==> src/rtl/bfp_pkg.sv <==
// Shared BFP datapath constants, exponent types and the saturating adder
// used by the partial-sum accumulator.
package bfp_pkg;

    localparam int BFP_MANT_W = 8;
    localparam int BFP_PSUM_W = 2 * BFP_MANT_W + 2;
    localparam int BFP_EXP_W  = 8;

    // Widest accumulator the saturating adder supports (strictly less than SAT_W).
    localparam int SAT_W = 64;

    typedef logic signed [BFP_EXP_W-1:0] bfp_exp_t;
    typedef logic signed [BFP_EXP_W:0]   bfp_exp_sum_t;

    // Returns {ovf, sum}; sum is clamped to 2^width-1 when it does not fit.
    function automatic logic [SAT_W:0] sat_add_u(
        input logic [SAT_W-1:0] a,
        input logic [SAT_W-1:0] b,
        input int unsigned      width
    );
        logic [SAT_W:0] sum;
        logic [SAT_W:0] lim;
        sum = {1'b0, a} + {1'b0, b};
        lim = ({{SAT_W{1'b0}}, 1'b1} << width) - {{SAT_W{1'b0}}, 1'b1};
        if (sum > lim) begin
            return {1'b1, lim[SAT_W-1:0]};
        end
        return {1'b0, sum[SAT_W-1:0]};
    endfunction

endpackage

==> src/rtl/bfp_psum_accumulator_out_reg.sv <==
// Single-entry valid/ready output register; a load may coincide with a
// drain so a result can be emitted every cycle.
module bfp_out_reg #(
    parameter int DAT_W = 32,
    parameter int EXP_W = 9
) (
    input  logic             clk,
    input  logic             rst_n,
    input  logic             load,
    input  logic [DAT_W-1:0] ld_dat,
    input  logic [EXP_W-1:0] ld_exp,
    input  logic             ld_ovf,
    input  logic             out_rdy,
    output logic             out_vld,
    output logic [DAT_W-1:0] out_dat,
    output logic [EXP_W-1:0] out_exp,
    output logic             out_ovf
);

    logic             vld_q, vld_d;
    logic [DAT_W-1:0] dat_q, dat_d;
    logic [EXP_W-1:0] exp_q, exp_d;
    logic             ovf_q, ovf_d;

    always_comb begin
        vld_d = vld_q;
        dat_d = dat_q;
        exp_d = exp_q;
        ovf_d = ovf_q;
        if (load) begin
            vld_d = 1'b1;
            dat_d = ld_dat;
            exp_d = ld_exp;
            ovf_d = ld_ovf;
        end else if (out_rdy) begin
            vld_d = 1'b0;
        end
    end

    always_ff @(posedge clk or negedge rst_n) begin
        if (!rst_n) begin
            vld_q <= 1'b0;
            dat_q <= '0;
            exp_q <= '0;
            ovf_q <= 1'b0;
        end else begin
            vld_q <= vld_d;
            dat_q <= dat_d;
            exp_q <= exp_d;
            ovf_q <= ovf_d;
        end
    end

    assign out_vld = vld_q;
    assign out_dat = dat_q;
    assign out_exp = exp_q;
    assign out_ovf = ovf_q;

endmodule

==> src/rtl/bfp_psum_accumulator.sv <==
// Accumulates cfg_len PE partial-sum beats into one saturated mantissa and
// tags it with the combined block exponent.
module bfp_psum_accumulator
    import bfp_pkg::*;
#(
    parameter int IN_WIDTH  = 18,
    parameter int ACC_WIDTH = 32,
    parameter int EXP_WIDTH = 8,
    parameter int CNT_WIDTH = 16
) (
    input  logic                 clk,
    input  logic                 rst_n,
    input  logic [CNT_WIDTH-1:0] cfg_len,
    input  logic [EXP_WIDTH-1:0] exp_a,
    input  logic [EXP_WIDTH-1:0] exp_b,
    input  logic                 flush,
    input  logic                 in_vld,
    input  logic [IN_WIDTH-1:0]  in_dat,
    output logic                 in_rdy,
    output logic                 out_vld,
    input  logic                 out_rdy,
    output logic [ACC_WIDTH-1:0] out_dat,
    output logic [EXP_WIDTH:0]   out_exp,
    output logic                 out_ovf,
    output logic                 busy
);

    logic [CNT_WIDTH-1:0] cnt_q, cnt_d;
    logic [CNT_WIDTH-1:0] len_q, len_d;
    logic [EXP_WIDTH:0]   exp_sum_q, exp_sum_d;
    logic [ACC_WIDTH-1:0] acc_q, acc_d;
    logic                 govf_q, govf_d;

    logic [CNT_WIDTH-1:0] len_eff;
    logic [EXP_WIDTH:0]   exp_new;
    logic                 idle;
    logic                 final_beat;
    logic                 beat;
    logic [SAT_W:0]       add_r;
    logic [ACC_WIDTH-1:0] add_sum;
    logic                 add_ovf;

    logic                 res_load;
    logic [ACC_WIDTH-1:0] res_dat;
    logic [EXP_WIDTH:0]   res_exp;
    logic                 res_ovf;

    assign len_eff = (cfg_len == '0) ? CNT_WIDTH'(1) : cfg_len;
    assign exp_new = {exp_a[EXP_WIDTH-1], exp_a} + {exp_b[EXP_WIDTH-1], exp_b};
    assign idle    = (cnt_q == '0);

    assign final_beat = idle ? (len_eff == CNT_WIDTH'(1))
                             : (cnt_q + CNT_WIDTH'(1) == len_q);

    // Only a group-completing beat needs a free output slot.
    assign in_rdy = !(final_beat && out_vld && !out_rdy);
    assign beat   = in_vld && in_rdy && !flush;

    assign add_r   = sat_add_u(SAT_W'(acc_q), SAT_W'(in_dat), ACC_WIDTH);
    assign add_sum = add_r[ACC_WIDTH-1:0];
    assign add_ovf = add_r[SAT_W] | (|add_r[SAT_W-1:ACC_WIDTH]);

    always_comb begin
        cnt_d     = cnt_q;
        len_d     = len_q;
        exp_sum_d = exp_sum_q;
        acc_d     = acc_q;
        govf_d    = govf_q;
        res_load  = 1'b0;
        res_dat   = acc_q;
        res_exp   = exp_sum_q;
        res_ovf   = govf_q;
        if (flush) begin
            cnt_d  = '0;
            acc_d  = '0;
            govf_d = 1'b0;
        end else if (beat) begin
            if (idle) begin
                len_d     = len_eff;
                exp_sum_d = exp_new;
                acc_d     = ACC_WIDTH'(in_dat);
                govf_d    = 1'b0;
                cnt_d     = CNT_WIDTH'(1);
            end else begin
                acc_d  = add_sum;
                govf_d = govf_q | add_ovf;
                cnt_d  = cnt_q + CNT_WIDTH'(1);
            end
            if (final_beat) begin
                cnt_d    = '0;
                res_load = 1'b1;
                res_dat  = acc_d;
                res_exp  = exp_sum_d;
                res_ovf  = govf_d;
            end
        end
    end

    always_ff @(posedge clk or negedge rst_n) begin
        if (!rst_n) begin
            cnt_q     <= '0;
            len_q     <= '0;
            exp_sum_q <= '0;
            acc_q     <= '0;
            govf_q    <= 1'b0;
        end else begin
            cnt_q     <= cnt_d;
            len_q     <= len_d;
            exp_sum_q <= exp_sum_d;
            acc_q     <= acc_d;
            govf_q    <= govf_d;
        end
    end

    assign busy = !idle;

    bfp_out_reg #(
        .DAT_W(ACC_WIDTH),
        .EXP_W(EXP_WIDTH + 1)
    ) u_out_reg (
        .clk     (clk),
        .rst_n   (rst_n),
        .load    (res_load),
        .ld_dat  (res_dat),
        .ld_exp  (res_exp),
        .ld_ovf  (res_ovf),
        .out_rdy (out_rdy),
        .out_vld (out_vld),
        .out_dat (out_dat),
        .out_exp (out_exp),
        .out_ovf (out_ovf)
    );

endmodule
==> config.mk <==
export PLATFORM = sky130hd
export DESIGN_NAME = bfp_psum_accumulator
export DESIGN_NICKNAME = d
export VERILOG_FILES = /design/src/rtl/bfp_pkg.sv /design/src/rtl/bfp_psum_accumulator_out_reg.sv /design/src/rtl/bfp_psum_accumulator.sv
export SDC_FILE = /design/constraint.sdc
export NUM_CORES = 1
export LEC_CHECK = 0
export BUFFER_PORTS_ARGS = -buffer_cell sky130_fd_sc_hd__buf_2
export CORE_UTILIZATION = 55
export DETAILED_ROUTE_END_ITERATION = 12
export PLACE_DENSITY = 0.77
export REMOVE_ABC_BUFFERS = 1
export SYNTH_ARGS = -nofsm -noshare
export SYNTH_HDL_FRONTEND = slang
export SYNTH_SLANG_ARGS = --single-unit
==> constraint.sdc <==
create_clock -name clk -period 9.45 [get_ports clk]
set_input_delay 0.4725 -clock clk [delete_from_list [all_inputs] [get_ports clk]]
set_output_delay 0.4725 -clock clk [all_outputs]
set_load 0.05 [all_outputs]
Word level (Yosys, flattened, before mapping)
Index checks and enable logic that the tools add are counted.

cells by class
  $add $sub $neg = 3
  mux-type cells = 30
  reductions and logical operators = 15
  magnitude comparators = 1
  bitwise gates (word level) = 3
  equal/unequal tests = 2

operator list
  operator                                                                 count
  32-bit two-way mux                                                       6
  65-bit two-way mux                                                       2
  16-bit two-way mux                                                       5
  9-bit two-way mux                                                        4
  32-bit by 18-bit adder with 33-bit output                                1
  33-bit by 32-bit > comparator with 1-bit output (second input constant)  1
  16-bit logical NOT                                                       2
  32-bit OR reduction                                                      1
  16-bit by 1-bit adder with 16-bit output (second input constant)         1
  16-bit by 1-bit == test with 1-bit output (second input constant)        1
  16-bit == test                                                           1
  1-bit two-way mux                                                        13
  8-bit by 8-bit adder with 9-bit output                                   1
  1-bit logical AND                                                        4
  1-bit logical NOT                                                        4
  2-bit nonzero test                                                       2
  3-bit AND reduction                                                      1
  1-bit bitwise OR                                                         2
  2-bit AND reduction                                                      1
  1-bit inverter                                                           1

word-level totals
  bits of input ports = 55
  output and inout bits = 45
  word-level logic and storage cells = 63
  register bits after elaboration = 117

Depth between registers and ports, before layout
  word-level depth = 12
  depth in mapped cells = 13
  depth with buffers taken out = 11

Modules after synthesis
From an unflattened synthesis, not the netlist that was laid out.

second synthesis, totals
  cell total of the unflattened synthesis = 822
  area total of the unflattened synthesis = 8175.3 µm²

by module, submodules not included
  module                area each (µm²)  cells an instance  instances  seq. area each (µm²)
  bfp_psum_accumulator  6377.4           730                1          1851.8
  bfp_out_reg           1798.0           92                 1          1076.0

Least setup slack after synthesis
OpenSTA, ideal clock, no wires.

  path kind = flip-flop to flip-flop
  start point = reg cnt_q[0]
  end point = reg len_q[10]
  stages on the path, launching flop included = 11
  buffers on the path = 3
  data arrival time = 2.957 ns
  data required time = 9.325 ns
  slack = 6.368 ns
  library setup time = 0.125 ns
  clock period less this slack = 3.082 ns
  path through = dfrtp_1 inv_1 ha_1 nor4b_1 and4_1 clkbuf_1 inv_1 clkbuf_1 nor3_1 clkbuf_1 mux2_2

between the ends
  longest elaborated chain between the ends = 9
  elaborated cells between the ends (all ways) = 10
  classes of those cells = 1 x add/sub; 1 x eq/ne; 1 x mux; 7 x reduce/logical

ends and longest elaborated chain
  item                                      line                         text
  start, declared                           bfp_psum_accumulator.sv:28   logic [CNT_WIDTH-1:0] cnt_q, cnt_d;
  start signal, assigned                    bfp_psum_accumulator.sv:107  cnt_q <= cnt_d;
  16-bit by 1-bit adder with 16-bit output  bfp_psum_accumulator.sv:53   : (cnt_q + CNT_WIDTH'(1) == len_q);
  16-bit == test                            bfp_psum_accumulator.sv:53
  1-bit two-way mux                         bfp_psum_accumulator.sv:52   assign final_beat = idle ? (len_eff == CNT_WIDTH'(1))
  1-bit logical AND (2 in a row)            bfp_psum_accumulator.sv:56   assign in_rdy = !(final_beat && out_vld && !out_rdy);
  1-bit logical NOT                         bfp_psum_accumulator.sv:56
  1-bit logical AND (2 in a row)            bfp_psum_accumulator.sv:57   assign beat = in_vld && in_rdy && !flush;
  3-bit AND reduction (no source line) (*)  --
  end signal, assigned                      bfp_psum_accumulator.sv:108  len_q <= len_d;
  end, declared                             bfp_psum_accumulator.sv:29   logic [CNT_WIDTH-1:0] len_q, len_d;

Every way passes the cells marked *; elsewhere a longest branch is shown, timed or not.
A chain may end at the register's enable or synchronous reset.

Worst setup path after layout
  start point = reg cnt_q[0]
  end point = reg cnt_q[5]

between the ends
  longest elaborated chain between the ends = 9
  elaborated cells between the ends (all ways) = 14
  classes of those cells = 1 x add/sub; 1 x eq/ne; 5 x mux; 7 x reduce/logical

ends and longest elaborated chain
  item                                      line
  16-bit by 1-bit adder with 16-bit output  bfp_psum_accumulator.sv:53, bfp_psum_accumulator.sv:87
  16-bit == test                            bfp_psum_accumulator.sv:53
  1-bit two-way mux                         bfp_psum_accumulator.sv:52
  1-bit logical AND (2 in a row)            bfp_psum_accumulator.sv:56
  1-bit logical NOT                         bfp_psum_accumulator.sv:56
  1-bit logical AND (2 in a row)            bfp_psum_accumulator.sv:57
  2-bit nonzero test (no source line)       --

Several ways; a longest one is shown, not always the timed one. The select of a mux whose other input is x is not followed.

==> run summary <==
Cells after synthesis: 812
Master cell of the clock root buffer: sky130_fd_sc_hd__clkbuf_16
Sinks on the clock net: 117
Final hold viol count: 0
Synth-to-layout area growth: 16.9%
Count of nets after finishing: 975
Peak supply drop: 0.000133 V
Largest driver fanout on the critical path: 20
Leak Pwr: 4.04 nW
Sum of overflow across all layers after global routing: 0
Number of resized instances in the post-cts repair step: 0
Worst slew margin: 0.285
Max clock buf depth: 2
TritonCTS clock tree: yes
Final HPWL DP: 12,700 microns
Horiz. Die Dim: 118 microns
PortBufs: 99
Worst min-delay path category: input pin to async pin
CTS hold repair buffers: 0
Height of the die: 118 microns
Share of async-settable or async-resettable flops after synthesis: 1.00
Most frequent cells in the layout: sky130_fd_sc_hd__dfrtp_1 (117), sky130_fd_sc_hd__nand2_1 (98), sky130_fd_sc_hd__buf_2 (98)
Total number of yosys warnings: 0
Power density of the placed cells: 185 mW/mm^2
Residual DRC: 0
Antenna diode count: 0
Post-layout utilization of the core: 0.658
Prevailing post-synth register cell: sky130_fd_sc_hd__dfrtp_1
Type of the setup path with the least slack: flop to flop
Area of placed instances: 0.00799 sq mm
Share of layout cells above drive strength 1: 0.228
Clock slew at reported path FFs: 60 ps
Most frequent standard cell in the layout excluding fill and tap cells: sky130_fd_sc_hd__dfrtp_1
Tot GR Track Use: 0.283
Setup-violating endpoint count in the final report: 0
Clock insertion delay at the later pin of the skew report: 430 ps
Status: finished clean
Distinct cells, synth: 73
Area used by multi-input combinational logic: 0.00423 sq mm
Average vias per placed instance: 6.06
Endpoint class of the critical path: flop
Core area: 0.0132 sq mm
EDFF count, synth: 0
Share of the yosys chip area belonging to registers: 0.394
Number of maximum-capacitance violations: 0
Transition at the pin with the smallest max-transition slack: 1070 ps
Final non-filler cell area: 0.00868 sq mm
Fill count: 1,094
Kind of start point of the critical path: flop
Number of antenna-violating nets in the routed design: 0
Number of antenna violations at the first check in global routing: 0
Std-Cell Rows: 42
Setup fix buffers added after clock tree synthesis: 0
Number of iterations in the first detailed-routing pass: 5
Mapped Area: 0.00743 sq mm
Maximum number of pins on one net before global-route repair: 66
Critical path arrival: 4510 ps
I/O pin total: 100
Number of global-route vias before repair: 6,321
FF+latch area: 0.00293 sq mm
Die footprint: 0.0140 sq mm
Count of final max-slew check failures: 0
Clock skew: 9.61 ps
Maximum clock frequency: 0.240 GHz
Clock buffers created by TritonCTS: 17
Number of register bits inferred by synthesis: 117
Wire length of the first global-routing pass: 31,300 microns
Post-layout minimum cycle time: 4160 ps
WL per Instance: 17.3 microns
Aggregate routed wire length: 18,600 microns
Unrepaired setup endpoints after global routing: false
Req. time, crit path: 9790 ps
Initial cell density of the core: 0.563
Final worst-path cycle share: 0.440
Setup tns final: 0 ps
Routability congestion estimate from global placement: 0.909
# H-tree levels: 4
Post-synthesis area per instance: 9.15 sq um
Post-layout power: 1.60 mW
Drt first-iter violations: 599
Via total after detailed routing: 6,533
report_power, final:
part | switching, mW | leakage, nW | internal, mW
Sequential | 0.0279 | 1.57 | 0.536
Combinational | 0.161 | 2.14 | 0.122
Clock | 0.230 | 0.335 | 0.527
cells by family after synthesis:
kind of cell             Yosys count  synth area share
XOR/XNOR                          38            0.0467
multiplexers                      43            0.0640
AND/OR/NAND/NOR                  282             0.189
buffers and inverters             66            0.0394
flip-flops                       117             0.394
adder cells (fa/ha/maj)           30            0.0526
AO/OA/AOI/OAI                    236             0.214
worst max-delay path: stages, from the launching register on:
cell	delay (ps)
sky130_fd_sc_hd__dfrtp_1	480
sky130_fd_sc_hd__ha_1	340
sky130_fd_sc_hd__nand4_1	200
sky130_fd_sc_hd__nor4_1	550
sky130_fd_sc_hd__mux2_2	430
sky130_fd_sc_hd__a211oi_2	210
sky130_fd_sc_hd__nand4_2	230
sky130_fd_sc_hd__a311oi_4	970
sky130_fd_sc_hd__buf_4	410
sky130_fd_sc_hd__o21ai_0	140
sky130_fd_sc_hd__o21ai_0	100
layout make-up:
type / count / area share
multi-input combinational: 629 / 0.487
clock buffer: 23 / 0.0574
sequential: 117 / 0.337
tap: 176 / 0.0254
timing repair buffer: 105 / 0.0625
clock inverter: 8 / 0.0222
inverter: 20 / 0.00865
state kept, by name, indices dropped and copies added, names as in the netlist:
name / flops
u_out_reg.out_ovf: 1
u_out_reg.out_vld: 1
govf_q: 1
cnt_q: 16
exp_sum_q: 9
u_out_reg.out_dat: 32
acc_q: 32
u_out_reg.out_exp: 9
len_q: 16
metal layers:
layer  routed length (microns)  track usage  up-vias
met2                      8640        0.447      250
met4                       541        0.126        0
met5                         0            0        -
met3                      1220       0.0666       44
li1                          -            -     3134
met1                      8220        0.371     3105
through the flow:
step                      hold slack, ps  cells  setup WS, ps
after floorplan                      177    766          5040
after global placement               452   1047          5460
after detailed placement             463   1047          5350
after CTS                            107   1078          5320
after global routing                 144   1078          4930
final                               79.5   1078          5290
synth_stat cells (5+ instances only):
library cell | n | area [sq um]
sky130_fd_sc_hd__nor3_1 | 22 | 110
sky130_fd_sc_hd__nand2_1 | 98 | 368
sky130_fd_sc_hd__nand2b_1 | 8 | 50.1
sky130_fd_sc_hd__nor2_1 | 49 | 184
sky130_fd_sc_hd__a21oi_1 | 44 | 220
sky130_fd_sc_hd__xor2_1 | 13 | 114
sky130_fd_sc_hd__nor4_1 | 11 | 68.8
sky130_fd_sc_hd__nor2b_1 | 14 | 87.6
sky130_fd_sc_hd__buf_2 | 14 | 70.1
sky130_fd_sc_hd__o21ai_0 | 76 | 380
sky130_fd_sc_hd__o211ai_1 | 6 | 45.0
sky130_fd_sc_hd__a22o_1 | 12 | 105
sky130_fd_sc_hd__xnor2_1 | 24 | 210
sky130_fd_sc_hd__mux2_2 | 36 | 405
sky130_fd_sc_hd__nand3_1 | 25 | 125
sky130_fd_sc_hd__mux2i_1 | 7 | 70.1
sky130_fd_sc_hd__a31o_2 | 5 | 43.8
sky130_fd_sc_hd__inv_1 | 20 | 75.1
sky130_fd_sc_hd__ha_1 | 28 | 350
sky130_fd_sc_hd__or2_2 | 6 | 37.5
sky130_fd_sc_hd__dfrtp_1 | 117 | 2930
sky130_fd_sc_hd__o21bai_1 | 5 | 37.5
sky130_fd_sc_hd__and3_1 | 11 | 68.8
sky130_fd_sc_hd__a31oi_1 | 16 | 100
sky130_fd_sc_hd__a22o_2 | 6 | 60.1
sky130_fd_sc_hd__clkbuf_1 | 23 | 86.3
sky130_fd_sc_hd__a21o_1 | 16 | 120
sky130_fd_sc_hd__nand4_1 | 12 | 75.1
path summary, 6_finish.rpt:
path	startpoint	to	slack [ps]	depth (start not counted)
min in group clk	cfg_len[13]	len_q[13]	290	2
max reg2reg	cnt_q[0]	cnt_q[5]	5290	10
min	rst_n	u_out_reg.out_dat[18]	80	1
max	cnt_q[0]	cnt_q[5]	5290	10
max in group asynchronous	rst_n	acc_q[16]	8090	2
min reg2reg	u_out_reg.out_dat[24]	u_out_reg.out_dat[24]	470	2
Power figures use the tool's default switching activity.
